### config.mk
export PLATFORM = sky130hd
export DESIGN_NAME = input_debouncer
export DESIGN_NICKNAME = d
export VERILOG_FILES = /design/src/rtl/input_debouncer.sv
export SDC_FILE = /design/constraint.sdc
export NUM_CORES = 1
export LEC_CHECK = 0
export ABC_AREA = 0
export CELL_PAD_IN_SITES_DETAIL_PLACEMENT = 1
export CELL_PAD_IN_SITES_GLOBAL_PLACEMENT = 2
export CORE_AREA = 2 2 62 52
export CTS_BUF_LIST = sky130_fd_sc_hd__clkbuf_4 sky130_fd_sc_hd__clkbuf_8
export DETAILED_ROUTE_END_ITERATION = 7
export DIE_AREA = 0 0 64 54
export PLACE_DENSITY_LB_ADDON = 0.1
export SLEW_MARGIN = 20
export SYNTH_ARGS = -nofsm -noshare
export SYNTH_HDL_FRONTEND = slang
export SYNTH_SLANG_ARGS = --single-unit
### constraint.sdc
create_clock -name clk_i -period 1.75 [get_ports clk_i]
set_input_delay 0.175 -clock clk_i [delete_from_list [all_inputs] [get_ports clk_i]]
set_output_delay 0.175 -clock clk_i [all_outputs]
set_load 0.005 [all_outputs]
### src/rtl/input_debouncer.sv
`default_nettype none
// ============================================================================
// Module   : input_debouncer
// Purpose  : Conditions a raw asynchronous input (button, DIP switch, external
//            strobe). The pin passes through a synchroniser chain, and the
//            result is accepted as a new level only after DEBOUNCE_CYCLES
//            consecutive identical samples. The clean level feeds the source
//            side of a downstream edge synchroniser.
// Ports    : clk_i          - single rising-edge clock
//            rst_n_i        - synchronous active-low reset
//            signal_async_i - raw pin, asynchronous to clk_i
//            signal_o       - debounced level (registered)
//            busy_o         - high while a candidate transition is qualifying
//            rise_o         - one-cycle pulse on accepted 0->1 (optional)
//            fall_o         - one-cycle pulse on accepted 1->0 (optional)
// Options  : DEBOUNCE_EDGE_OUT_EN - when defined, rise_o/fall_o are registered
//            edge pulses; otherwise both are tied to 0 and no edge logic exists.
// Revision : 1.0 - initial release
// ============================================================================
module input_debouncer #(
    parameter int DEBOUNCE_CYCLES = 1000,  // 1 .. 2^20
    parameter int SYNC_STAGES     = 2,     // 2 .. 4
    parameter bit RESET_LEVEL     = 1'b0
) (
    input  logic clk_i,
    input  logic rst_n_i,
    input  logic signal_async_i,
    output logic signal_o,
    output logic busy_o,
    output logic rise_o,
    output logic fall_o
);

    localparam int c_CNT_W_RAW = $clog2(DEBOUNCE_CYCLES + 1);
    localparam int c_CNT_W     = (c_CNT_W_RAW < 1) ? 1 : c_CNT_W_RAW;
    localparam logic [c_CNT_W-1:0] c_CNT_ONE  = c_CNT_W'(1);
    localparam logic [c_CNT_W-1:0] c_CNT_LAST = c_CNT_W'(DEBOUNCE_CYCLES - 1);
    localparam bit c_SINGLE = (DEBOUNCE_CYCLES == 1);

    typedef enum logic [1:0] {
        ST_STABLE_L = 2'd0,
        ST_PEND_H   = 2'd1,
        ST_STABLE_H = 2'd2,
        ST_PEND_L   = 2'd3
    } state_t;

    logic [SYNC_STAGES-1:0] r_sync;
    state_t                 r_state;
    logic [c_CNT_W-1:0]     r_cnt;
    logic                   r_signal;
    logic                   r_busy;

    logic w_s;
    logic w_commit_h;
    logic w_commit_l;

    // Only the last synchroniser stage is ever looked at by the filter.
    assign w_s = r_sync[SYNC_STAGES-1];

    // A commit happens either straight from the stable state (single-sample
    // filter) or when the pending count reaches its final sample.
    assign w_commit_h = w_s &&
        (((r_state == ST_STABLE_L) && c_SINGLE) ||
         ((r_state == ST_PEND_H) && (r_cnt == c_CNT_LAST)));
    assign w_commit_l = !w_s &&
        (((r_state == ST_STABLE_H) && c_SINGLE) ||
         ((r_state == ST_PEND_L) && (r_cnt == c_CNT_LAST)));

    always_ff @(posedge clk_i) begin
        if (!rst_n_i) begin
            r_sync   <= {SYNC_STAGES{RESET_LEVEL}};
            r_state  <= RESET_LEVEL ? ST_STABLE_H : ST_STABLE_L;
            r_signal <= RESET_LEVEL;
            r_busy   <= 1'b0;
            r_cnt    <= '0;
        end else begin
            r_sync <= {r_sync[SYNC_STAGES-2:0], signal_async_i};
            case (r_state)
                ST_STABLE_L: begin
                    if (w_commit_h) begin
                        r_state  <= ST_STABLE_H;
                        r_signal <= 1'b1;
                    end else if (w_s) begin
                        r_state <= ST_PEND_H;
                        r_busy  <= 1'b1;
                        r_cnt   <= c_CNT_ONE;
                    end
                end
                ST_PEND_H: begin
                    if (!w_s) begin
                        // Glitch: no partial credit is kept.
                        r_state <= ST_STABLE_L;
                        r_busy  <= 1'b0;
                        r_cnt   <= '0;
                    end else if (w_commit_h) begin
                        r_state  <= ST_STABLE_H;
                        r_signal <= 1'b1;
                        r_busy   <= 1'b0;
                        r_cnt    <= '0;
                    end else begin
                        r_cnt <= r_cnt + c_CNT_ONE;
                    end
                end
                ST_STABLE_H: begin
                    if (w_commit_l) begin
                        r_state  <= ST_STABLE_L;
                        r_signal <= 1'b0;
                    end else if (!w_s) begin
                        r_state <= ST_PEND_L;
                        r_busy  <= 1'b1;
                        r_cnt   <= c_CNT_ONE;
                    end
                end
                ST_PEND_L: begin
                    if (w_s) begin
                        r_state <= ST_STABLE_H;
                        r_busy  <= 1'b0;
                        r_cnt   <= '0;
                    end else if (w_commit_l) begin
                        r_state  <= ST_STABLE_L;
                        r_signal <= 1'b0;
                        r_busy   <= 1'b0;
                        r_cnt    <= '0;
                    end else begin
                        r_cnt <= r_cnt + c_CNT_ONE;
                    end
                end
                default: begin
                    r_state <= ST_STABLE_L;
                    r_busy  <= 1'b0;
                    r_cnt   <= '0;
                end
            endcase
        end
    end

    assign signal_o = r_signal;
    assign busy_o   = r_busy;

`ifdef DEBOUNCE_EDGE_OUT_EN
    logic r_rise;
    logic r_fall;

    // Pulses are registered on the same edge that updates signal_o.
    always_ff @(posedge clk_i) begin
        if (!rst_n_i) begin
            r_rise <= 1'b0;
            r_fall <= 1'b0;
        end else begin
            r_rise <= w_commit_h;
            r_fall <= w_commit_l;
        end
    end

    assign rise_o = r_rise;
    assign fall_o = r_fall;
`else
    assign rise_o = 1'b0;
    assign fall_o = 1'b0;
`endif

endmodule
`default_nettype wire

==> results of run 1 <==
cell type report:
cell class / instances / area share [%]
Sequential cell: 16 / 34.0
Timing Repair Buffer: 11 / 9.83
Inverter: 3 / 1.20
Clock buffer: 3 / 2.39
Multi-Input combinational cell: 70 / 47.3
Tap cell: 40 / 5.31
cells in the mapped netlist, drive strengths merged:
master	count
a31oi	12
nand4	6
mux2i	1
conb	1
and2	4
nor2b	2
a32oi	1
nor3	1
clkbuf	3
xor2	1
dfxtp	16
buf	5
nand3	4
nand2	8
nor2	6
inv	3
o22ai	1
nor4	2
nand3b	6
xnor2	1
o21ai	1
nand4b	1
a21boi	1
a21oi	1
o31a	1
o211ai	2
ha	1
and3	4
per-layer routing:
metal / vias to the layer above / part of all wire [%] / wire length [um]
met1: 338 / 51 / 1000
met2: 10 / 43 / 847
met3: 2 / 4.3 / 85
met4: 0 / 1.0 / 20
met5: - / 0 / 0
li1: 363 / - / -
placed cells by master (no fill, tap or decap), drive strengths merged, types with 2 or more instances in the layout:
master	instances
dfxtp	16
a31oi	12
nand2	8
buf	7
nand4	6
nor2	6
nand3b	6
and3	4
and2	4
nand3	4
clkdlybuf4s50	4
inv	3
clkbuf	3
nor2b	2
o211ai	2
conb	2
nor4	2
through the flow:
step	area, sq um	util [%]	hold slack (ps)	std cells
finish	942	32.4	442	143
global route	942	32.4	465	143
CTS	933	32.1	448	143
detailed placement	911	31.4	424	140
global placement	911	31.4	414	140
floorplan	826	-	302	97
critical path, stage by stage (launching register included):
cell,delay (ps)
dfxtp_1,380
ha_1,250
nand4_1,170
o31a_4,400
a32oi_1,240
nor2b_1,70
cell families (layout without fill, tap and decap cells):
| logic type | Yosys count | after routing | synth area share, % |
|---|---|---|---|
| simple gates | 44 | 44 | 30.4 |
| compound gates | 20 | 20 | 16.0 |
| flops | 16 | 16 | 39.0 |
| buf+inv | 11 | 17 | 8.37 |
| xor+xnor | 2 | 2 | 3.04 |
| fa+ha+maj | 1 | 1 | 1.52 |
| other cells | 1 | 2 | 0.456 |
| mux | 1 | 1 | 1.22 |
power groups by stage:
| stage | clock network, mW | logic (mW) | registers [mW] |
|---|---|---|---|
| finish | 0.204 | 0.0396 | 0.374 |
| global route | 0.225 | 0.0451 | 0.375 |
| CTS | 0.215 | 0.0392 | 0.374 |
| detailed placement | 0 | 0.0390 | 0.382 |
| global placement | 0 | 0.0385 | 0.382 |
| floorplan | 0 | 0.0295 | 0.381 |
state kept, by name, summed over array words and instances (netlist names), named ones only:
register  count
r_cnt        10
signal_o      1
r_state       1
busy_o        1
r_sync        2
worst min-delay path by stage:
stage,endpoint
after CTS,r_sync[1]$_SDFF_PN0_
after floorplan,r_sync[0]$_SDFF_PN0_
after detailed placement,r_sync[1]$_SDFF_PN0_
after global placement,r_sync[1]$_SDFF_PN0_
after global routing,r_sync[1]$_SDFF_PN0_
final,r_sync[1]$_SDFF_PN0_
==> out/qor.csv, run 1 <==
metric,value,unit
status,"finished, final reports clean",
Die Ht,54,um
reg2reg start,r_cnt[0]$_SDFFE_PN0P_,
CP Launch Type,flop,
clk_lat worst skew,290,ps
hold_sp,r_sync[0]$_SDFF_PN0_,
combinational share of power,6.4,%
#FFs+latches synth,16,
Top Ports,7,
register share of total power,60.5,%
CTS tree,yes,
global-route track usage on met2,23.1,%
core area,0.00291,sq mm
area of the multi-input gates,445,sq um
setup TNS,0,ps
max_cap viols,0,
drt initial violations,15,
dpl hpwl,1460,um
via/cell ratio,4.99,
hold depth,1,
Worst-path clk slew,90,ps
top post-synthesis cells by area,"dfxtp_1 (39%), a31oi_1 (9.1%), nand3b_1 (5.5%)",
worst clock skew,7.01,ps
r2r setup slk,140,ps
DRC viols,0,
Area Growth Syn to Fin,14.6,%
total gr overflow,0,
Port Buffers,4,
via count,713,
cts repair resizes,0,
Clock power frac,33.0,%
number of global-route vias before repair,746,
FF/Latch Area,320,sq um
Final Net Count,109,
syn_area_per_cell,8.56,sq um
CTS Root Buffer Type,clkbuf_4,
Cell Int Power,0.467,mW
final slew viol count,0,
Routed WL per cell,13.7,um
ANT nets after route,0,
initial antenna violation count,0,
Max Fclk,0.621,GHz
crit path launch,r_cnt[0]$_SDFFE_PN0P_,
met3 usage,4.39,%
cts bufs inserted,3,
synth warn,0,
critical path data arrival time,1790,ps
H-tree levels,1,
Setup Buffers After CTS,0,
Fillers,353,
largest net degree at the start of global routing,18,
First-pass DRT Iterations,4,
post-synthesis cell type count,32,
Psw,0.150,mW
period utilization,92.0,%
total track usage,13.7,%
CTS max path bufs,2,
width of the die,64,um
Overall Power,0.617,mW
sequential area share after synthesis,39.0,%
Total Die Area,0.00346,sq mm
worst flop-to-flop path endpoint,r_cnt[1]$_SDFFE_PN0P_,
GRT met1 Usage,16.8,%
GR peak layer,met2,
Starting Density,28.3,%
Mapped Cells,96,
HP Class,flop to flop,
Hold Buf Count CTS,0,
row cnt,18,
share of layout cells above drive strength 1,12.6,%
Synth Cell Area,822,sq um
Yosys top cell by area,dfxtp_1,
cells on worst reg2reg path,5,
Hold Fails Final Rpt,0,
Yosys top cell area share,39.0,%
type of destination of the critical path,flop,
Leak Pwr,0.320,nW
dpl ws,28.6,ps
worst vdd ir,0.408,mV
Final Setup Violations,0,
gpl congestion,0.736,
clk sinks,16,
Max Fanout on Critical Path,17,
RSZ-0062 raised after global routing,no,
first-pass GRT wire length,3540,um
Crit Path Category,flop to flop,
drt total wl,1960,um
worst path required time,1930,ps
diode count,0,
Sw Ratio,24.4,%
minimum clock period,1610,ps
end of the critical path,r_cnt[1]$_SDFFE_PN0P_,
Cell Pwr Density,655,mW/mm^2
Final WS setup,140,ps
Power figures use the tool's default switching activity.
==> inputs of run 2 (changes only) <==
- CTS_CLUSTER_SIZE: unset -> 16
==> results of run 2 <==
No change in the layout: final DEF, timing and power equal those of run 1.
